File: config.mk
export PLATFORM = sky130hd
export DESIGN_NAME = event_dwell_timer
export DESIGN_NICKNAME = d
export VERILOG_FILES = /design/src/rtl/event_dwell_timer.sv
export SDC_FILE = /design/constraint.sdc
export NUM_CORES = 1
export LEC_CHECK = 0
export ABC_AREA = 1
export CORE_MARGIN = 1
export CORE_UTILIZATION = 55
export DETAILED_ROUTE_END_ITERATION = 8
export HOLD_SLACK_MARGIN = 0.15
export PLACE_DENSITY = 0.73
export SETUP_SLACK_MARGIN = 0.5
export SLEW_MARGIN = 20
export SYNTH_ARGS = -nofsm -noshare
export SYNTH_HDL_FRONTEND = slang
export SYNTH_SLANG_ARGS = --single-unit
File: constraint.sdc
create_clock -name clk -period 6.5 [get_ports clk]
set_input_delay 1.625 -clock clk [delete_from_list [all_inputs] [get_ports clk]]
set_output_delay 1.625 -clock clk [all_outputs]
set_load 0.05 [all_outputs]
File: src/rtl/event_dwell_timer.sv
// Times blockade events between an edgefall and the following edgerise, tracking the
// minimum and baseline samples, and queues one 64-bit record per event in an FWFT FIFO.
module event_dwell_timer #(
    parameter int DWELL_W    = 24,
    parameter int FIFO_DEPTH = 16,
    parameter int MIN_DWELL  = 4
) (
    input  logic                          clk,
    input  logic                          rst_n,
    input  logic                          enable,
    input  logic [13:0]                   signal,
    input  logic                          edgefall,
    input  logic                          edgerise,
    input  logic [DWELL_W-1:0]            max_dwell,
    output logic [63:0]                   evt_data,
    output logic                          evt_valid,
    input  logic                          evt_rd,
    output logic [$clog2(FIFO_DEPTH):0]   fifo_level,
    output logic [15:0]                   drop_count,
    output logic [15:0]                   glitch_cnt,
    output logic                          busy
);

    localparam int AW = $clog2(FIFO_DEPTH);

    typedef enum logic [1:0] {
        ST_IDLE,
        ST_IN_EVENT,
        ST_EMIT
    } state_t;

    state_t               r_state;
    logic [DWELL_W-1:0]   r_dwell;
    logic [13:0]          r_min;
    logic [13:0]          r_baseline;
    logic                 r_timeout;
    logic [15:0]          r_glitchCnt;
    logic [15:0]          r_dropCnt;
    logic [63:0]          r_mem [FIFO_DEPTH];
    logic [AW-1:0]        r_wrPtr;
    logic [AW-1:0]        r_rdPtr;
    logic [AW:0]          r_count;

    logic [DWELL_W-1:0]   w_effMax;
    logic [DWELL_W-1:0]   w_dwellNext;
    logic [13:0]          w_minNext;
    logic [23:0]          w_dwellField;
    logic [63:0]          w_record;
    logic                 w_full;
    logic                 w_empty;
    logic                 w_push;
    logic                 w_pop;

    // A zero timeout setting means the longest representable dwell.
    assign w_effMax     = (max_dwell == '0) ? '1 : max_dwell;
    assign w_dwellNext  = r_dwell + DWELL_W'(1);
    assign w_minNext    = (signal < r_min) ? signal : r_min;
    assign w_dwellField = 24'(r_dwell);
    assign w_record     = {11'b0, r_timeout, w_dwellField, r_min, r_baseline};

    assign w_full  = (r_count == (AW+1)'(FIFO_DEPTH));
    assign w_empty = (r_count == '0);
    assign w_push  = (r_state == ST_EMIT) && !w_full;
    assign w_pop   = evt_rd && !w_empty;

    always_ff @(posedge clk or negedge rst_n) begin
        if (!rst_n) begin
            r_state     <= ST_IDLE;
            r_dwell     <= '0;
            r_min       <= '0;
            r_baseline  <= '0;
            r_timeout   <= 1'b0;
            r_glitchCnt <= '0;
        end else begin
            case (r_state)
                ST_IDLE: begin
                    if (enable && edgefall) begin
                        r_state    <= ST_IN_EVENT;
                        r_baseline <= signal;
                        r_min      <= signal;
                        r_dwell    <= '0;
                        r_timeout  <= 1'b0;
                    end
                end
                ST_IN_EVENT: begin
                    if (!enable) begin
                        r_state <= ST_IDLE;
                    end else begin
                        r_dwell <= w_dwellNext;
                        r_min   <= w_minNext;
                        // A rise on the timeout cycle still counts as a normal end.
                        if (edgerise) begin
                            r_timeout <= 1'b0;
                            if (w_dwellNext < DWELL_W'(MIN_DWELL)) begin
                                r_state <= ST_IDLE;
                                if (r_glitchCnt != 16'hFFFF) begin
                                    r_glitchCnt <= r_glitchCnt + 16'd1;
                                end
                            end else begin
                                r_state <= ST_EMIT;
                            end
                        end else if (w_dwellNext == w_effMax) begin
                            r_timeout <= 1'b1;
                            r_state   <= ST_EMIT;
                        end
                    end
                end
                ST_EMIT: begin
                    r_state <= ST_IDLE;
                end
                default: begin
                    r_state <= ST_IDLE;
                end
            endcase
        end
    end

    // Full is judged before any same-cycle pop, so a push into a full FIFO is always dropped.
    always_ff @(posedge clk or negedge rst_n) begin
        if (!rst_n) begin
            r_wrPtr   <= '0;
            r_rdPtr   <= '0;
            r_count   <= '0;
            r_dropCnt <= '0;
        end else begin
            if (w_push) begin
                r_wrPtr <= r_wrPtr + AW'(1);
            end
            if (w_pop) begin
                r_rdPtr <= r_rdPtr + AW'(1);
            end
            if (w_push && !w_pop) begin
                r_count <= r_count + (AW+1)'(1);
            end else if (!w_push && w_pop) begin
                r_count <= r_count - (AW+1)'(1);
            end
            if ((r_state == ST_EMIT) && w_full && (r_dropCnt != 16'hFFFF)) begin
                r_dropCnt <= r_dropCnt + 16'd1;
            end
        end
    end

    always_ff @(posedge clk) begin
        if (w_push) begin
            r_mem[r_wrPtr] <= w_record;
        end
    end

    assign evt_data   = w_empty ? 64'd0 : r_mem[r_rdPtr];
    assign evt_valid  = !w_empty;
    assign fifo_level = r_count;
    assign drop_count = r_dropCnt;
    assign glitch_cnt = r_glitchCnt;
    assign busy       = (r_state != ST_IDLE);

endmodule

==> results of run 1 <==
-- per-stage QoR --
step,total power (W),hold slack [ns],utilization [%],worst slack (ns),area (sq um)
3_5_place_dp,0.0144,0.483,59.0,1.39,41400
2_1_floorplan,0.0121,0.567,-,2.39,39200
3_3_place_gp,0.0142,0.494,59.0,1.40,41400
4_1_cts,0.0198,0.498,63.4,0.638,44500
5_1_grt,0.0206,0.520,63.4,0.439,44600
6_report,0.0198,0.496,63.4,0.656,44600
-- per-layer routing --
metal	global-route usage [%]	share of wire (%)	up-vias
met1	38.7	39	13200
li1	-	-	11800
met5	0	0.013	-
met3	4.79	9.2	201
met4	9.06	2.6	2
met2	46.5	49	1475
-- worst register-to-register path: stages (launching register included) --
cell	delay (ns)
dfrtp_1	0.78
ha_1	0.31
nand2_1	0.10
nor2_2	0.24
nand2_1	0.15
nand2_1	0.08
nand2_1	0.11
inv_2	0.11
nand4_1	0.11
nor3_1	0.29
nand4_2	0.18
nor2_4	0.36
nand3_2	0.33
nand2_1	0.14
nand2_1	0.06
-- kinds of logic after synthesis --
logic type               Yosys count  synth area share [%]
other                              1               0.00958
AND/OR/NAND/NOR                  985                  10.4
adder cells (fa/ha/maj)           26                 0.850
flip-flops                       948                  71.4
multiplexers                      14                 0.403
buffers and inverters            343                  3.44
XOR/XNOR                          42                 0.940
AO/OA/AOI/OAI                    812                  12.5
-- layout make-up --
type,instances,area (sq um),area share (%)
tap,940,1180,2.64
clock inverter,62,663,1.49
inverter,136,529,1.19
sequential,948,28000,62.8
clock buffer,111,2430,5.46
multi-input combinational,1890,9990,22.4
antenna,1,2.50,0.00561
timing repair buffer,184,1810,4.06
-- how the worst max path moves through the flow --
stage / start / endpoint
5_1_grt: r_rdPtr[1] / evt_data[5]
3_3_place_gp: r_rdPtr[1] / evt_data[44]
2_1_floorplan: r_rdPtr[0] / evt_data[20]
4_1_cts: r_rdPtr[1] / evt_data[51]
3_5_place_dp: r_rdPtr[1] / evt_data[38]
6_report: r_rdPtr[0] / evt_data[29]
-- layout by cell type, fill, tap and decap left out, types with 3 or more instances in the layout --
| master | count |
|---|---|
| edfxtp_1 | 848 |
| nor2_1 | 507 |
| o21ai_0 | 439 |
| nand2_1 | 278 |
| o221ai_1 | 152 |
| clkdlybuf4s50_1 | 134 |
| inv_1 | 122 |
| nand3_1 | 108 |
| dfrtp_1 | 96 |
| clkbuf_16 | 93 |
| o22ai_1 | 79 |
| a21oi_1 | 69 |
| o211ai_1 | 61 |
| buf_4 | 43 |
| nand4_1 | 31 |
| xor2_1 | 30 |
| clkinv_2 | 25 |
| ha_1 | 25 |
| nor2_4 | 20 |
| nor3_1 | 17 |
| clkinv_1 | 14 |
| mux2_2 | 14 |
| clkbuf_1 | 14 |
| xnor2_1 | 12 |
| conb_1 | 11 |
| bufinv_16 | 11 |
| inv_2 | 9 |
| inv_6 | 7 |
| buf_12 | 6 |
| nor2_2 | 5 |
| o21ai_1 | 5 |
| nand2_2 | 4 |
| clkbuf_8 | 4 |
| nor4_1 | 3 |
| clkinv_4 | 3 |
| clkinvlp_4 | 3 |
| dfrtp_4 | 3 |
-- power groups by stage --
stage | combinational (W) | clock (W) | sequential [W]
detailed placement | 0.00677 | 0 | 0.00764
finish | 0.00686 | 0.00543 | 0.00753
global route | 0.00733 | 0.00570 | 0.00756
global placement | 0.00663 | 0 | 0.00760
floorplan | 0.00461 | 0 | 0.00744
CTS | 0.00682 | 0.00547 | 0.00751
-- state kept, by name, indices dropped and copies added (netlist names) --
signal,count
drop_count,16
fifo_level,5
glitch_cnt,16
r_baseline,14
r_dwell,24
r_mem,848
r_min,14
r_rdPtr,4
r_state,2
r_timeout,1
r_wrPtr,4
==> results_dict.tcl, run 1 <==
set metrics [dict create \
    yosys_warnings 0 \
    routed_wl_um 103000 \
    cts_root_buffer "clkbuf_16" \
    drc 0 \
    max_slew_margin_pct 25.7 \
    switching_power_w 0.00764 \
    nFillCells 5072 \
    grt_pass1_wl_um 153000 \
    r2r_start "r_dwell[0]" \
    cts_hold_buf 0 \
    initial_utilization_pct 55.7 \
    slowest_delay_ns 0.93 \
    grt_antenna_before_repair 1 \
    die_area_sq_um 72200 \
    max_freq_mhz 171 \
    final_cells 4272 \
    clock-skew-final_ns 0.0312 \
    internal_power_w 0.0122 \
    vias 26700 \
    fin_crit_ns 5.84 \
    synthTopCellsByArea "edfxtp_1, dfrtp_1, o21ai_0" \
    fin_nets 3323 \
    p_comb_share_pct 34.6 \
    syn2layout_area_growth_pct 13.9 \
    worst_ir_drop_vdd_uv 309 \
    drv_cap 0 \
    cts_tree "built" \
    crit_chain "buf_12 > o21ai_0 > o221ai_1 > nand3_1 > a21oi_1 > clkdlybuf4s50_1" \
    fp.dieH_um 269 \
    tightest_slew_ns 1.11 \
    cp_num_cells 6 \
    power_density_nw_per_um2 444 \
    clk_pin_slew_ns 0.06 \
    gp_congestion 0.882 \
    worstSkewPairLatency_ns 0.66 \
    overflow 0 \
    status "completed" \
    synth_ff_type "edfxtp_1" \
    yosysSeqAreaShare_pct 71.4 \
    cp_max_fo 226 \
    via_per_inst 6.24 \
    syn_area_sq_um 39100 \
    hpwl_um 53900 \
    cts_buffer_depth 3 \
    p_clk_share_pct 27.4 \
    placedCellCount 4096 \
    syn_avg_cell_area_sq_um 12.3 \
    dr.pass1.iters 8 \
    cp_top_family "buffers and inverters" \
    finalCritPeriodShare_pct 89.9 \
    h-tree-depth 3 \
    ctsResizeCount 0 \
    async_reset_ff_share_pct 10.5 \
    rsz0062_at_grt "true" \
    synth_edf_count 848 \
    rr_endpoint "glitch_cnt[12]" \
    holdCritStartpoint "drop_count[9]" \
    whs_path_depth 1 \
    slew_viol_final 0 \
    p_seq_share_pct 38.0 \
    wl_per_cell_um 24.0 \
    grt_util_all_layers_pct 28.3 \
    drtIter0Drc 3592 \
    cts_buffers 93 \
    leakage_nw 15.3 \
    postCtsSetupRepairBufs 0 \
    fin_tns_setup_ns 0 \
    required_ns 4.88 \
    worstHoldEndpoint "drop_count[9]" \
    yosysTopAreaCell "edfxtp_1" \
    cp_num_buf_inv 2 \
    synth_top_area_share_pct 65.1 \
    slowest_stage "clkdlybuf4s50_1" \
    swShare_pct 38.5 \
    grt_max_degree 227 \
    design.portCount 147 \
    hold_path_class "flop to flop" \
    port_buffers 135 \
    clock-sinks 948 \
    reg2reg_slack_ns 3.04 \
    syn_inst 3171 \
    ys_types 45 \
    arrival_ns 4.22 \
    yosysMostFrequentCell "edfxtp_1" \
    path_class "flop to output pin" \
    worstSetupStartpointType "flop" \
    finalHoldViolCount 0 \
    setup_violations 0 \
    critPathCaptureType "output pin" \
    coreArea_sq_um 70300 \
    rows 97 \
    yosys-top-cells-count "edfxtp_1, nor2_1, o21ai_0" \
    grt_pass1_vias 25700 \
    antenna_left 0 \
    ys_seq_elements 948 \
    die_x_um 269 \
    r2r_cells 14 \
    drive_gt1_share_pct 7.96 \
]
Power figures use the tool's default switching activity.
==> inputs of run 2 (changes only) <==
--- a/config.mk
+++ b/config.mk
@@ -6,12 +6,14 @@
 export NUM_CORES = 1
 export LEC_CHECK = 0
 export ABC_AREA = 1
+export ABC_CLOCK_PERIOD_IN_PS = 6500
 export CORE_MARGIN = 1
 export CORE_UTILIZATION = 55
 export DETAILED_ROUTE_END_ITERATION = 8
 export HOLD_SLACK_MARGIN = 0.15
-export PLACE_DENSITY = 0.73
+export PLACE_DENSITY = 0.78
 export SETUP_SLACK_MARGIN = 0.5
+export SKIP_LAST_GASP = 1
 export SLEW_MARGIN = 20
 export SYNTH_ARGS = -nofsm -noshare
 export SYNTH_HDL_FRONTEND = slang
==> run 2 against run 1 <==
Net effect:
- worst hold slack improved by 0.0023 ns
- total power increased by 0.14%
- maximum frequency decreased by 1.1%
- final area about the same
- clock skew increased by 0.0068 ns
- setup slack got worse by 0.063 ns
- sequential power about the same
- critical path depth unchanged
- via count increased by 1.1%
- global-route usage decreased by 0.45 points
- clock-buffer cell count increased by 18
==> results_dict.tcl, run 2 (synthesis gave the netlist of run 1 again) <==
set metrics [dict create \
    fin_tns_setup_ns 0 \
    fin_crit_ns 5.91 \
    largest_register_ffs 848 \
    tightest_slew_ns 1.18 \
    finalHoldViolCount 0 \
    gp_congestion 0.890 \
    vias 27000 \
    cts_buffers 95 \
    via_per_inst 6.31 \
    path_class "flop to output pin" \
    fin_ws_ns 0.593 \
    slew_viol_final 0 \
    routed_wl_um 101000 \
    drv_cap 0 \
    h-tree-depth 3 \
    required_ns 4.88 \
    max_slew_margin_pct 21.4 \
    r2r_cells 8 \
    worstSkewPairLatency_ns 0.67 \
    nFillCells 4962 \
    arrival_ns 4.28 \
    fp.dieH_um 269 \
    setup_violations 0 \
    fin_util_pct 63.5 \
    grt_antenna_before_repair 1 \
    drive_gt1_share_pct 7.68 \
    stdcell_area_sq_um 44600 \
    hold_path_class "flop to flop" \
    dr.pass1.iters 6 \
    worstSetupStartpointType "flop" \
    final_cell_mix "edfxtp_1, nor2_1, o21ai_0, nand2_1, o221ai_1" \
    cts_root_buffer "clkbuf_16" \
    critPathCaptureType "output pin" \
    antenna_left 0 \
    grt_pass1_wl_um 152000 \
    drc 0 \
    grt_pass1_vias 26100 \
    finalCritPeriodShare_pct 90.9 \
    clock-sinks 948 \
    rsz0062_at_grt "false" \
    wl_per_cell_um 23.6 \
    cts_buffer_depth 3 \
    initial_utilization_pct 55.7 \
    syn2layout_area_growth_pct 13.9 \
    status "completed" \
    worst_ir_drop_vdd_uv 371 \
    reg_top3 "r_mem (848), r_dwell (24)" \
    grt_max_degree 206 \
    cp_max_fo 205 \
    hpwl_um 50900 \
    leakage_nw 15.3 \
    whs_path_depth 1 \
    clk_pin_slew_ns 0.06 \
    regMostFlops "r_mem" \
    fin_nets 3321 \
    die_x_um 269 \
    clock-skew-final_ns 0.0380 \
    overflow 0 \
    layout_commonest_cell "edfxtp_1" \
    cts_tree "built" \
    dp_slack_ns 1.32 \
    max_freq_mhz 169 \
    rows 97 \
    die_area_sq_um 72200 \
    coreArea_sq_um 70300 \
    port_buffers 135 \
    grt_util_all_layers_pct 27.9 \
    drtIter0Drc 3847 \
    n_antenna_cell 0 \
    power_density_nw_per_um2 445 \
    design.portCount 147 \
    place_area_sq_um 41400 \
]
-- run 2: changes by cell type in the layout (fill, tap and decap cells not counted), moves of 3 or more --
cell	change
clkinv_1	+3
inv_6	-5
clkinv_2	-8
clkbuf_1	+7
bufinv_16	-6
buf_4	-4
clkbuf_8	+9
-- run 2: final timing paths --
check | endpoint | slack [ns] | from
max in group asynchronous | r_rdPtr[0] | 4.16 | rst_n
max reg2reg | r_min[11] | 2.84 | r_state[1]
max | evt_data[33] | 0.59 | r_rdPtr[0]
min reg2reg | drop_count[9] | 0.50 | drop_count[9]
min in group asynchronous | glitch_cnt[5] | 1.00 | rst_n
min | drop_count[9] | 0.50 | drop_count[9]
-- run 2: cell type report --
cell class / count / area, sq um / area share, %
Inverter: 136 / 528 / 1.18
Clock inverter: 49 / 498 / 1.12
Timing Repair Buffer: 180 / 1780 / 4.00
Clock buffer: 129 / 2640 / 5.91
Tap cell: 940 / 1180 / 2.64
Sequential cell: 948 / 28000 / 62.8
Multi-Input combinational cell: 1890 / 9990 / 22.4
-- run 2: layer usage --
| layer | GRT usage, % | vias to the layer above | wire [um] |
|---|---|---|---|
| met1 | 37.5 | 13100 | 37800 |
| met2 | 45.6 | 1746 | 48500 |
| met4 | 12.0 | 2 | 3720 |
| met5 | 0 | - | 8 |
| met3 | 4.15 | 252 | 10600 |
| li1 | - | 11800 | - |
-- run 2: power breakdown --
group | leakage (nW) | internal, W | switching [W]
Sequential | 9.05 | 0.00702 | 0.000506
Clock | 1.53 | 0.00308 | 0.00237
Combinational | 4.68 | 0.00204 | 0.00484
-- run 2: worst max-delay path: stages (launching register included) --
cell and delay [ns]:
dfrtp_4 0.84, buf_16 0.61, o21ai_0 0.26, o221ai_1 0.25, o211ai_1 0.12, a21oi_1 0.51
clkdlybuf4s50_1 0.91
-- run 2: per-stage QoR --
stage               total power (W)  hold slack, ns  instances
floorplan                    0.0121           0.567       3181
global placement             0.0142           0.480       4094
detailed placement           0.0144           0.486       4094
CTS                          0.0198           0.497       4272
global route                 0.0206           0.525       4272
finish                       0.0198           0.498       4272
-- run 2: what timing repair did --
action / CTS / global route
setup endpoints to repair: 0 / 3
resized for setup: 0 / 2
setup buffers: 0 / 0
hold buffers: 0 / 0
